**src/rtl/condlogic_pipe_pkg.sv**
```systemverilog
// Shared definitions for the Execute-stage conditional-execution unit:
// ARM condition encodings, flag bit positions and the gated write-control bundle.
package cond_pkg;

  localparam logic [3:0] COND_EQ = 4'h0;
  localparam logic [3:0] COND_NE = 4'h1;
  localparam logic [3:0] COND_CS = 4'h2;
  localparam logic [3:0] COND_CC = 4'h3;
  localparam logic [3:0] COND_MI = 4'h4;
  localparam logic [3:0] COND_PL = 4'h5;
  localparam logic [3:0] COND_VS = 4'h6;
  localparam logic [3:0] COND_VC = 4'h7;
  localparam logic [3:0] COND_HI = 4'h8;
  localparam logic [3:0] COND_LS = 4'h9;
  localparam logic [3:0] COND_GE = 4'ha;
  localparam logic [3:0] COND_LT = 4'hb;
  localparam logic [3:0] COND_GT = 4'hc;
  localparam logic [3:0] COND_LE = 4'hd;
  localparam logic [3:0] COND_AL = 4'he;
  localparam logic [3:0] COND_NV = 4'hf;

  localparam int unsigned FLAG_N = 3;
  localparam int unsigned FLAG_Z = 2;
  localparam int unsigned FLAG_C = 1;
  localparam int unsigned FLAG_V = 0;

  typedef struct packed {
    logic pcs;
    logic rw;
    logic mw;
  } wrctl_t;

endpackage

```
**src/rtl/condlogic_pipe_if.sv**
```systemverilog
// Execute-stage control bundle between the pipeline and the conditional unit.
// master = pipeline driving E-stage controls, slave = condlogic_pipe.
interface condlogic_pipe_if #(
  parameter int unsigned FLAG_GRPS = 2
);
  logic                 StallE;
  logic                 FlushE;
  logic                 ValidE;
  logic [3:0]           CondE;
  logic [FLAG_GRPS-1:0] FlagWE;
  logic                 PCSE;
  logic                 RegWE;
  logic                 MemWE;
  logic                 BranchE;
  logic [3:0]           ALUFlags;
  logic                 FlagLd;
  logic [3:0]           FlagLdVal;
  logic [3:0]           Flags;
  logic                 CondExE;
  logic                 BranchTakenE;
  logic                 PCSrcM;
  logic                 RegWriteM;
  logic                 MemWriteM;

  modport master (
    output StallE, FlushE, ValidE, CondE, FlagWE, PCSE, RegWE, MemWE, BranchE,
           ALUFlags, FlagLd, FlagLdVal,
    input  Flags, CondExE, BranchTakenE, PCSrcM, RegWriteM, MemWriteM
  );

  modport slave (
    input  StallE, FlushE, ValidE, CondE, FlagWE, PCSE, RegWE, MemWE, BranchE,
           ALUFlags, FlagLd, FlagLdVal,
    output Flags, CondExE, BranchTakenE, PCSrcM, RegWriteM, MemWriteM
  );
endinterface

```
**src/rtl/condlogic_pipe_cond_eval.sv**
```systemverilog
// Combinational ARM condition-field evaluator against an NZCV flag vector.
module cond_eval
  import cond_pkg::*;
(
  input  logic [3:0] Cond,
  input  logic [3:0] Flags,
  output logic       pass
);

  logic n, z, c, v;

  assign n = Flags[FLAG_N];
  assign z = Flags[FLAG_Z];
  assign c = Flags[FLAG_C];
  assign v = Flags[FLAG_V];

  always_comb begin
    pass = 1'b0;
    case (Cond)
      COND_EQ: pass = z;
      COND_NE: pass = ~z;
      COND_CS: pass = c;
      COND_CC: pass = ~c;
      COND_MI: pass = n;
      COND_PL: pass = ~n;
      COND_VS: pass = v;
      COND_VC: pass = ~v;
      COND_HI: pass = c & ~z;
      COND_LS: pass = ~c | z;
      COND_GE: pass = (n == v);
      COND_LT: pass = (n != v);
      COND_GT: pass = ~z & (n == v);
      COND_LE: pass = z | (n != v);
      COND_AL: pass = 1'b1;
      default: pass = 1'b0;
    endcase
  end

endmodule

```
**src/rtl/condlogic_pipe.sv**
```systemverilog
// Execute-stage conditional-execution unit: NZCV register with grouped writes and
// a direct load path, condition evaluation, and stall/flush-aware write gating.
module condlogic_pipe
  import cond_pkg::*;
#(
  parameter int unsigned FLAG_GRPS = 2,
  parameter bit          PIPE_OUT  = 1'b1
) (
  input  logic              clk,
  input  logic              reset,
  condlogic_pipe_if.slave   bus
);

  localparam int unsigned GW = 4 / FLAG_GRPS;

  if (!(FLAG_GRPS == 1 || FLAG_GRPS == 2 || FLAG_GRPS == 4)) begin : g_bad_grps
    $error("condlogic_pipe: FLAG_GRPS must be 1, 2 or 4");
  end

  logic       live;
  logic       pass;
  logic       cond_ex;
  logic       commit;
  logic [3:0] flags_q;
  wrctl_t     ctl_e;

  assign live    = bus.ValidE & ~bus.FlushE;
  assign cond_ex = live & pass;
  assign commit  = cond_ex & ~bus.StallE;

  // Evaluated against the registered flags only; a flag-setting predecessor
  // has already committed at the end of its own E cycle.
  cond_eval u_eval (
    .Cond  (bus.CondE),
    .Flags (flags_q),
    .pass  (pass)
  );

  for (genvar g = 0; g < FLAG_GRPS; g++) begin : g_grp
    logic [GW-1:0] q;

    always_ff @(posedge clk) begin
      if (reset) begin
        q <= '0;
      end else if (bus.FlagLd) begin
        q <= bus.FlagLdVal[g*GW +: GW];
      end else if (bus.FlagWE[g] && commit) begin
        q <= bus.ALUFlags[g*GW +: GW];
      end
    end

    assign flags_q[g*GW +: GW] = q;
  end

  assign ctl_e = '{pcs: bus.PCSE  & commit,
                   rw:  bus.RegWE & commit,
                   mw:  bus.MemWE & commit};

  assign bus.Flags        = flags_q;
  assign bus.CondExE      = cond_ex;
  assign bus.BranchTakenE = bus.BranchE & commit;

  if (PIPE_OUT) begin : g_pipe
    wrctl_t ctl_m;

    always_ff @(posedge clk) begin
      if (reset) begin
        ctl_m <= '0;
      end else begin
        ctl_m <= ctl_e;
      end
    end

    assign bus.PCSrcM    = ctl_m.pcs;
    assign bus.RegWriteM = ctl_m.rw;
    assign bus.MemWriteM = ctl_m.mw;
  end else begin : g_comb
    assign bus.PCSrcM    = ctl_e.pcs;
    assign bus.RegWriteM = ctl_e.rw;
    assign bus.MemWriteM = ctl_e.mw;
  end

endmodule

```
**src/flat_wrapper.sv**
```systemverilog
// flat-port wrapper written by rule: the top's interface ports become plain ports
module condlogic_pipe_flat import cond_pkg::*;
#(
  parameter int unsigned FLAG_GRPS = 2,
  parameter bit          PIPE_OUT  = 1'b1
)
  (clk, reset, bus_StallE, bus_FlushE, bus_ValidE, bus_CondE, bus_FlagWE, bus_PCSE, bus_RegWE, bus_MemWE, bus_BranchE, bus_ALUFlags, bus_FlagLd, bus_FlagLdVal, bus_Flags, bus_CondExE, bus_BranchTakenE, bus_PCSrcM, bus_RegWriteM, bus_MemWriteM);
  condlogic_pipe_if #(.FLAG_GRPS(FLAG_GRPS)) bus_i ();
  input  logic clk;
  input  logic reset;
  input wire logic [$bits(bus_i.StallE)-1:0] bus_StallE;
  input wire logic [$bits(bus_i.FlushE)-1:0] bus_FlushE;
  input wire logic [$bits(bus_i.ValidE)-1:0] bus_ValidE;
  input wire logic [$bits(bus_i.CondE)-1:0] bus_CondE;
  input wire logic [$bits(bus_i.FlagWE)-1:0] bus_FlagWE;
  input wire logic [$bits(bus_i.PCSE)-1:0] bus_PCSE;
  input wire logic [$bits(bus_i.RegWE)-1:0] bus_RegWE;
  input wire logic [$bits(bus_i.MemWE)-1:0] bus_MemWE;
  input wire logic [$bits(bus_i.BranchE)-1:0] bus_BranchE;
  input wire logic [$bits(bus_i.ALUFlags)-1:0] bus_ALUFlags;
  input wire logic [$bits(bus_i.FlagLd)-1:0] bus_FlagLd;
  input wire logic [$bits(bus_i.FlagLdVal)-1:0] bus_FlagLdVal;
  output wire logic [$bits(bus_i.Flags)-1:0] bus_Flags;
  output wire logic [$bits(bus_i.CondExE)-1:0] bus_CondExE;
  output wire logic [$bits(bus_i.BranchTakenE)-1:0] bus_BranchTakenE;
  output wire logic [$bits(bus_i.PCSrcM)-1:0] bus_PCSrcM;
  output wire logic [$bits(bus_i.RegWriteM)-1:0] bus_RegWriteM;
  output wire logic [$bits(bus_i.MemWriteM)-1:0] bus_MemWriteM;
  assign bus_i.StallE = bus_StallE;
  assign bus_i.FlushE = bus_FlushE;
  assign bus_i.ValidE = bus_ValidE;
  assign bus_i.CondE = bus_CondE;
  assign bus_i.FlagWE = bus_FlagWE;
  assign bus_i.PCSE = bus_PCSE;
  assign bus_i.RegWE = bus_RegWE;
  assign bus_i.MemWE = bus_MemWE;
  assign bus_i.BranchE = bus_BranchE;
  assign bus_i.ALUFlags = bus_ALUFlags;
  assign bus_i.FlagLd = bus_FlagLd;
  assign bus_i.FlagLdVal = bus_FlagLdVal;
  assign bus_Flags = bus_i.Flags;
  assign bus_CondExE = bus_i.CondExE;
  assign bus_BranchTakenE = bus_i.BranchTakenE;
  assign bus_PCSrcM = bus_i.PCSrcM;
  assign bus_RegWriteM = bus_i.RegWriteM;
  assign bus_MemWriteM = bus_i.MemWriteM;
  condlogic_pipe #(.FLAG_GRPS(FLAG_GRPS), .PIPE_OUT(PIPE_OUT)) u_core (.clk(clk), .reset(reset), .bus(bus_i));
endmodule
```
**config.mk**
```make
export PLATFORM = sky130hd
export DESIGN_NAME = condlogic_pipe_flat
export DESIGN_NICKNAME = d
export VERILOG_FILES = /design/src/rtl/condlogic_pipe_pkg.sv /design/src/rtl/condlogic_pipe_if.sv /design/src/rtl/condlogic_pipe_cond_eval.sv /design/src/rtl/condlogic_pipe.sv /design/src/flat_wrapper.sv
export SDC_FILE = /design/constraint.sdc
export NUM_CORES = 1
export LEC_CHECK = 0
export ABC_AREA = 1
export ABC_CLOCK_PERIOD_IN_PS = 3700
export CAP_MARGIN = 40
export CORE_MARGIN = 1
export CORE_UTILIZATION = 40
export DETAILED_ROUTE_END_ITERATION = 7
export GPL_ROUTABILITY_DRIVEN = 1
export PLACE_DENSITY = 0.8
export SETUP_SLACK_MARGIN = 0.15
export SLEW_MARGIN = 20
export SYNTH_ARGS = -nofsm -noshare
export SYNTH_HDL_FRONTEND = slang
export SYNTH_SLANG_ARGS = --single-unit
```
**constraint.sdc**
```tcl
create_clock -name clk -period 3.7 [get_ports clk]
set_input_delay 0.37 -clock clk [delete_from_list [all_inputs] [get_ports clk]]
set_output_delay 0.37 -clock clk [all_outputs]
set_load 0.02 [all_outputs]
```
==> out/qor.txt, run 1 <==
Mux contribution to synthesized area - 0%
Hold Path Class - reg2reg
Nets - 164
Clock sinks - 7
Min Hold Slack - 0.631 ns
P&R area growth vs syn - 57.1%
Crit Path Category - in2out
Post-Synth Simple-Gate Area - 55.3%
Actual slew at the worst max-slew pin - 0.305 ns
Drt via density - 4.76
Setup TNS Final - 0 ns
Seq pwr share - 34.3%
Net Sw Frac - 31.3%
P per Cell Area - 253 mW/mm^2
Pin count of the biggest net entering global routing - 13
Area share of the leading cell type in the synthesized netlist - 23.1%
Most common cell in the synthesized netlist - nand2_1
Pre-CTS worst setup slack - 0.894 ns
Leak - 0.000470 uW
Post-synthesis adder-cell area fraction - 0%
XOR/XNOR share of the synthesized area - 0%
Compound-gate portion of the synthesized area - 9.28%
Cells along the critical path - clkdlybuf4s50_1 > inv_2 > nor2_1 > a21boi_2 > nor2_2 > a21boi_2 > nand2_1 > nor2_1 > clkdlybuf4s50_1
Layout cell share with drive strength beyond 1 - 12.2%
RSZ-0062 raised after global routing - no
Remaining DRCs - 0
Clock power share - 28.9%
Critical Path AT - 2.45 ns
Worst path slowest cell - clkdlybuf4s50_1
Hold_buf cts - 0
Outcome - completed
Postcts setup bufs - 0
Yosys warning total - 0
Antenna fix cells - 0
WL final - 1460 microns
Row count - 13
Vias in the first global route - 572
Startpoint types - primary input
Post-DRT Antenna Nets - 0
DR WL/cell - 9.49 microns
Clock Tree Buf Depth - 2
IO buf count - 32
First-pass detailed-route iteration total - 4
Int Power - 166 uW
Tot GR Track Use - 18.2%
Root buf cell - clkbuf_4
NetSw - 75.4 uW
Top cell type by total area after synthesis - dfxtp_1
Initial core utilization - 44.9%
Largest cells by area after synthesis - dfxtp_1, nand2_1, nand3_1
Final Hold Fails - 0
Sequential area share after synthesis - 23.1%
H-tree Lvls - 1
Final setup violation count - 0
Antenna violations before repair - 0
Netlist cell types - 17
Final Skew - 0.00164 ns
Worst VDD drop - 0.000215 V
Cell area after synthesis - 607 sq um
Final worst setup slack - 0.879 ns
Global-route wire length before repair - 2070 microns
CTS tree - done
Syn_area_per_cell - 5.78 sq um
Logic pwr share - 36.8%
Main combinational cell family by area after synthesis - simple AND/OR/NAND/NOR gates
Crit share post-route - 76.2%
Power, Total - 241 uW
Slew Limit Fails - 0
Clock Latency Late Sink - 0.25 ns
EDFF count, synth - 0
CTS clk-pin slew, worst paths - 0.05 ns
CP Buf/Inv Count - 3
Core area - 0.00135 sq mm
Crit-path max FO - 7
Detailed router's first-iteration violation count - 16
Fin area - 953 sq um
Final GP Congestion - 0.702
DP Wirelength - 1250 microns
Tmin final - 2.82 ns
Relative slew slack - 79.6%
CTS buffer count - 3
I/O Pins - 33
Syn nets - 129
Via count - 733
Crit-path max cell delay - 0.62 ns
GRT overflow - 0
Total die area - 0.00168 sq mm
Max-cap check violation count - 0
Post_cts resized - 0
Top_reg_cell synth - dfxtp_1
Die Height - 41.0 microns
Crit end category - output pin
Synth top cells by count - nand2_1, inv_1, nor2_1
Number of synthesized register bits - 7
Die width - 41.0 microns
Cell count after synthesis - 105
Post-synth ARST share - 0%
Worst Path Required - 3.33 ns
Peak Freq - 0.355 GHz
Crit-path leading delay family - buffers and inverters
Placed standard-cell area - 927 sq um
==> power groups by stage <==
| stage | clock network, uW | logic [uW] | registers [uW] |
|---|---|---|---|
| floorplan | 0 | 43.5 | 88.6 |
| global placement | 0 | 87.1 | 84.4 |
| detailed placement | 0 | 88.7 | 84.3 |
| CTS | 69.8 | 89.0 | 82.7 |
| global route | 72.3 | 98.3 | 83.1 |
| finish | 69.6 | 88.7 | 82.7 |
==> registers in the layout (all words and copies together), names as in the netlist <==
| register | cells |
|---|---|
| u_core.bus.PCSrcM | 1 |
| u_core.g_grp.q | 4 |
| u_core.bus.MemWriteM | 1 |
| u_core.bus.RegWriteM | 1 |
==> per-stage QoR <==
step	util, %	std cells
after floorplan	-	105
after global placement	68.7	150
after detailed placement	68.7	150
after CTS	70.6	154
after global routing	70.6	154
final	70.6	154
==> worst register-to-register path, stage by stage, from the launching register on <==
cell,delay (ns)
dfxtp_1,0.37
inv_1,0.09
nand2_1,0.11
nand3_1,0.10
nand3_1,0.08
nand2_1,0.06
nor2_2,0.15
nand2_2,0.08
nand4_2,0.11
nand3_1,0.09
nand2_1,0.08
nor2_1,0.04
==> cell usage in the layout, fill, tap and decap left out, drive strengths merged <==
cell	n
clkbuf	4
a21boi	2
nor3	1
nor2	17
dfxtp	7
o21ai	1
inv	15
clkdlybuf4s50	32
nand4	2
nand2	39
nand3	14
a21oi	5
==> layout make-up <==
cell class	instances	area, sq um
flip-flops and latches	7	140
clock buffers	4	26.3
multi-input cells	81	392
well taps	15	18.8
inverters	15	56.3
fillers	134	397
repair buffers	32	320
==> logic make-up (layout without fill, tap and decap cells) <==
kind of cell           count (synthesis)  after routing
flip-flops                             7              7
AO/OA/AOI/OAI                          8              8
AND/OR/NAND/NOR                       73             73
buffers and inverters                 17             51
==> routing by layer <==
metal  track usage (%)  part of all wire, %  vias up
li1                  -                    -      395
met1              20.3                   45      316
met2              34.4                   50       20
met3              3.26                  4.4        2
met4              5.00                 0.34        0
met5                 0                    0        -
==> path summary, 6_finish.rpt <==
path	depth (start not counted)	endpoint	slack [ns]	from
min reg2reg	4	u_core.g_grp[1].q[0]	0.63	u_core.g_grp[1].q[0]
max reg2reg	11	u_core.g_grp[0].q[0]	2.23	u_core.g_grp[0].q[0]
min	4	u_core.g_grp[1].q[0]	0.63	u_core.g_grp[1].q[0]
max	9	bus_BranchTakenE	0.88	bus_CondE[1]
Note: power is estimated with default switching activity, not from simulation.
==> run 2: changes to the inputs <==
--- a/config.mk
+++ b/config.mk
@@ -6,13 +6,13 @@
 export NUM_CORES = 1
 export LEC_CHECK = 0
 export ABC_AREA = 1
-export ABC_CLOCK_PERIOD_IN_PS = 3700
+export ABC_CLOCK_PERIOD_IN_PS = 2400
 export CAP_MARGIN = 40
 export CORE_MARGIN = 1
-export CORE_UTILIZATION = 40
+export CORE_UTILIZATION = 34
 export DETAILED_ROUTE_END_ITERATION = 7
 export GPL_ROUTABILITY_DRIVEN = 1
-export PLACE_DENSITY = 0.8
+export PLACE_DENSITY = 0.72
 export SETUP_SLACK_MARGIN = 0.15
 export SLEW_MARGIN = 20
 export SYNTH_ARGS = -nofsm -noshare
==> constraint.sdc (replaced) <==
create_clock -name clk -period 2.4 [get_ports clk]
set_input_delay 0.24 -clock clk [delete_from_list [all_inputs] [get_ports clk]]
set_output_delay 0.24 -clock clk [all_outputs]
set_load 0.02 [all_outputs]
==> out/qor.txt, run 2 (synthesis results as in run 1) <==
Outcome - completed
Met3 Use GR - 2.86%
Via count - 753
GRT overflow - 0
Most frequent cells in the layout - nand2_1, clkdlybuf4s50_1, inv_1, nor2_1, nand3_1
Critical Path AT - 1.86 ns
Peak Freq - 0.476 GHz
Register with the most flip-flops - u_core.g_grp.q
Register Area - 140 sq um
Final GP Congestion - 0.943
Worst reg-to-reg path cell count - 12
Crit share post-route - 87.6%
Layout cell share with drive strength beyond 1 - 16.6%
Worst R2R End - u_core.g_grp[1].q[0]
Max reg flops - 4
Crit end category - output pin
Relative slew slack - 79.2%
P&R area growth vs syn - 64.9%
Crit Path Category - in2out
Hold Path Class - in2reg
RSZ-0062 raised after global routing - no
WL final - 1490 microns
CTS buffer count - 3
Remaining DRCs - 0
Global-route wire length before repair - 2610 microns
Area of the multi-input gates - 392 sq um
Clock Latency Late Sink - 0.26 ns
Hold worst-path end - u_core.bus.PCSrcM
Clock sinks - 7
Setup TNS Final - 0 ns
Clock Tree Buf Depth - 2
Vias in the first global route - 670
Slew Limit Fails - 0
WHS Path Cells - 3
First-pass detailed-route iteration total - 4
Antenna violations before repair - 0
Grt met2 use - 29.1%
Worst VDD drop - 0.000279 V
Die Height - 44.2 microns
P per Cell Area - 380 mW/mm^2
Leak - 0.000507 uW
Non-Filler Instances - 169
Crit-path max FO - 4
Post-DRT Antenna Nets - 0
Final Hold Fails - 0
Worst Path Required - 2.16 ns
Core area - 0.00159 sq mm
Commonest non-fill, non-tap cell in the layout - nand2_1
CTS tree - done
I/O Pins - 33
Antenna fix cells - 0
CTS clk-pin slew, worst paths - 0.05 ns
Row count - 14
Fillcell total - 152
Inst Count DP - 165
Actual slew at the worst max-slew pin - 0.311 ns
DR WL/cell - 8.80 microns
Drt via density - 4.46
Total die area - 0.00196 sq mm
Detailed router's first-iteration violation count - 13
Tot GR Track Use - 17.8%
H-tree Lvls - 1
Initial core utilization - 38.1%
IO buf count - 32
Min Hold Slack - 0.526 ns
Hold_sp - bus_PCSE
R2r setup slk - 0.86 ns
DP Wirelength - 1280 microns
Die width - 44.2 microns
Max-cap check violation count - 0
RR Startpoint - u_core.g_grp[0].q[0]
Root buf cell - clkbuf_4
Busiest grt layer - met2
Fin util - 62.8%
Pin count of the biggest net entering global routing - 13
Final setup violation count - 0
Postcts setup bufs - 0
Startpoint types - primary input
Final Skew - 0.00911 ns
Nets - 170
Met1 usage - 22.4%
Tmin final - 2.10 ns
run 2: cell types whose count changed in the layout (fill, tap and decap cells not counted), sizes merged:
cell           change
clkdlybuf4s50      -4
clkbuf             +1
buf                +6
dlygate4sd2        +3
run 2: power breakdown:
| part | switching, uW | internal [uW] |
|---|---|---|
| logic | 68.1 | 74.6 |
| clock network | 45.8 | 63.6 |
| registers | 5.33 | 122 |
| total | 119 | 261 |
run 2: through the flow:
stage | worst slack, ns | cell area [sq um] | total power (uW)
2_1_floorplan | 0.497 | 607 | 204
3_3_place_gp | -0.0965 | 983 | 274
3_5_place_dp | -0.132 | 983 | 275
4_1_cts | 0.205 | 1000 | 382
5_1_grt | 0.154 | 1000 | 403
6_report | 0.297 | 1000 | 380
run 2: worst max-delay path by stage:
stage | from | end | slack, ns | cells after the start
2_1_floorplan | u_core.g_grp[0].q[0] | bus_BranchTakenE | 0.50 | 10
3_3_place_gp | bus_CondE[1] | bus_BranchTakenE | -0.1 | 9
3_5_place_dp | bus_CondE[1] | bus_BranchTakenE | -0.13 | 9
4_1_cts | bus_CondE[2] | bus_BranchTakenE | 0.20 | 10
5_1_grt | bus_CondE[2] | bus_CondExE | 0.15 | 11
6_report | bus_CondE[2] | bus_CondExE | 0.30 | 9
run 2: cell type report:
cell class,count,area share (%)
Timing Repair Buffer,38,35.6
Sequential cell,7,14.0
Multi-Input combinational cell,81,39.1
Tap cell,24,3.00
Clock buffer,4,2.63
Inverter,15,5.63
run 2: layer usage:
metal | up-vias | part of all wire, %
li1 | 405 | -
met1 | 310 | 43
met2 | 34 | 48
met3 | 4 | 6.9
met4 | 0 | 1.7
met5 | - | 0
run 2: worst max-delay path: stages:
cell             delay [ns]
clkdlybuf4s50_1        0.52
inv_1                  0.06
nor2_2                 0.16
nand2_1                0.09
a21boi_2               0.15
nor2_2                 0.06
a21boi_2               0.15
buf_4                  0.12
dlygate4sd2_1          0.32
run 2: repair_timing:
action | in CTS | in global routing
resized for setup | 5 | 2
setup endpoints to repair | 2 | 1
hold buffers | 0 | 0
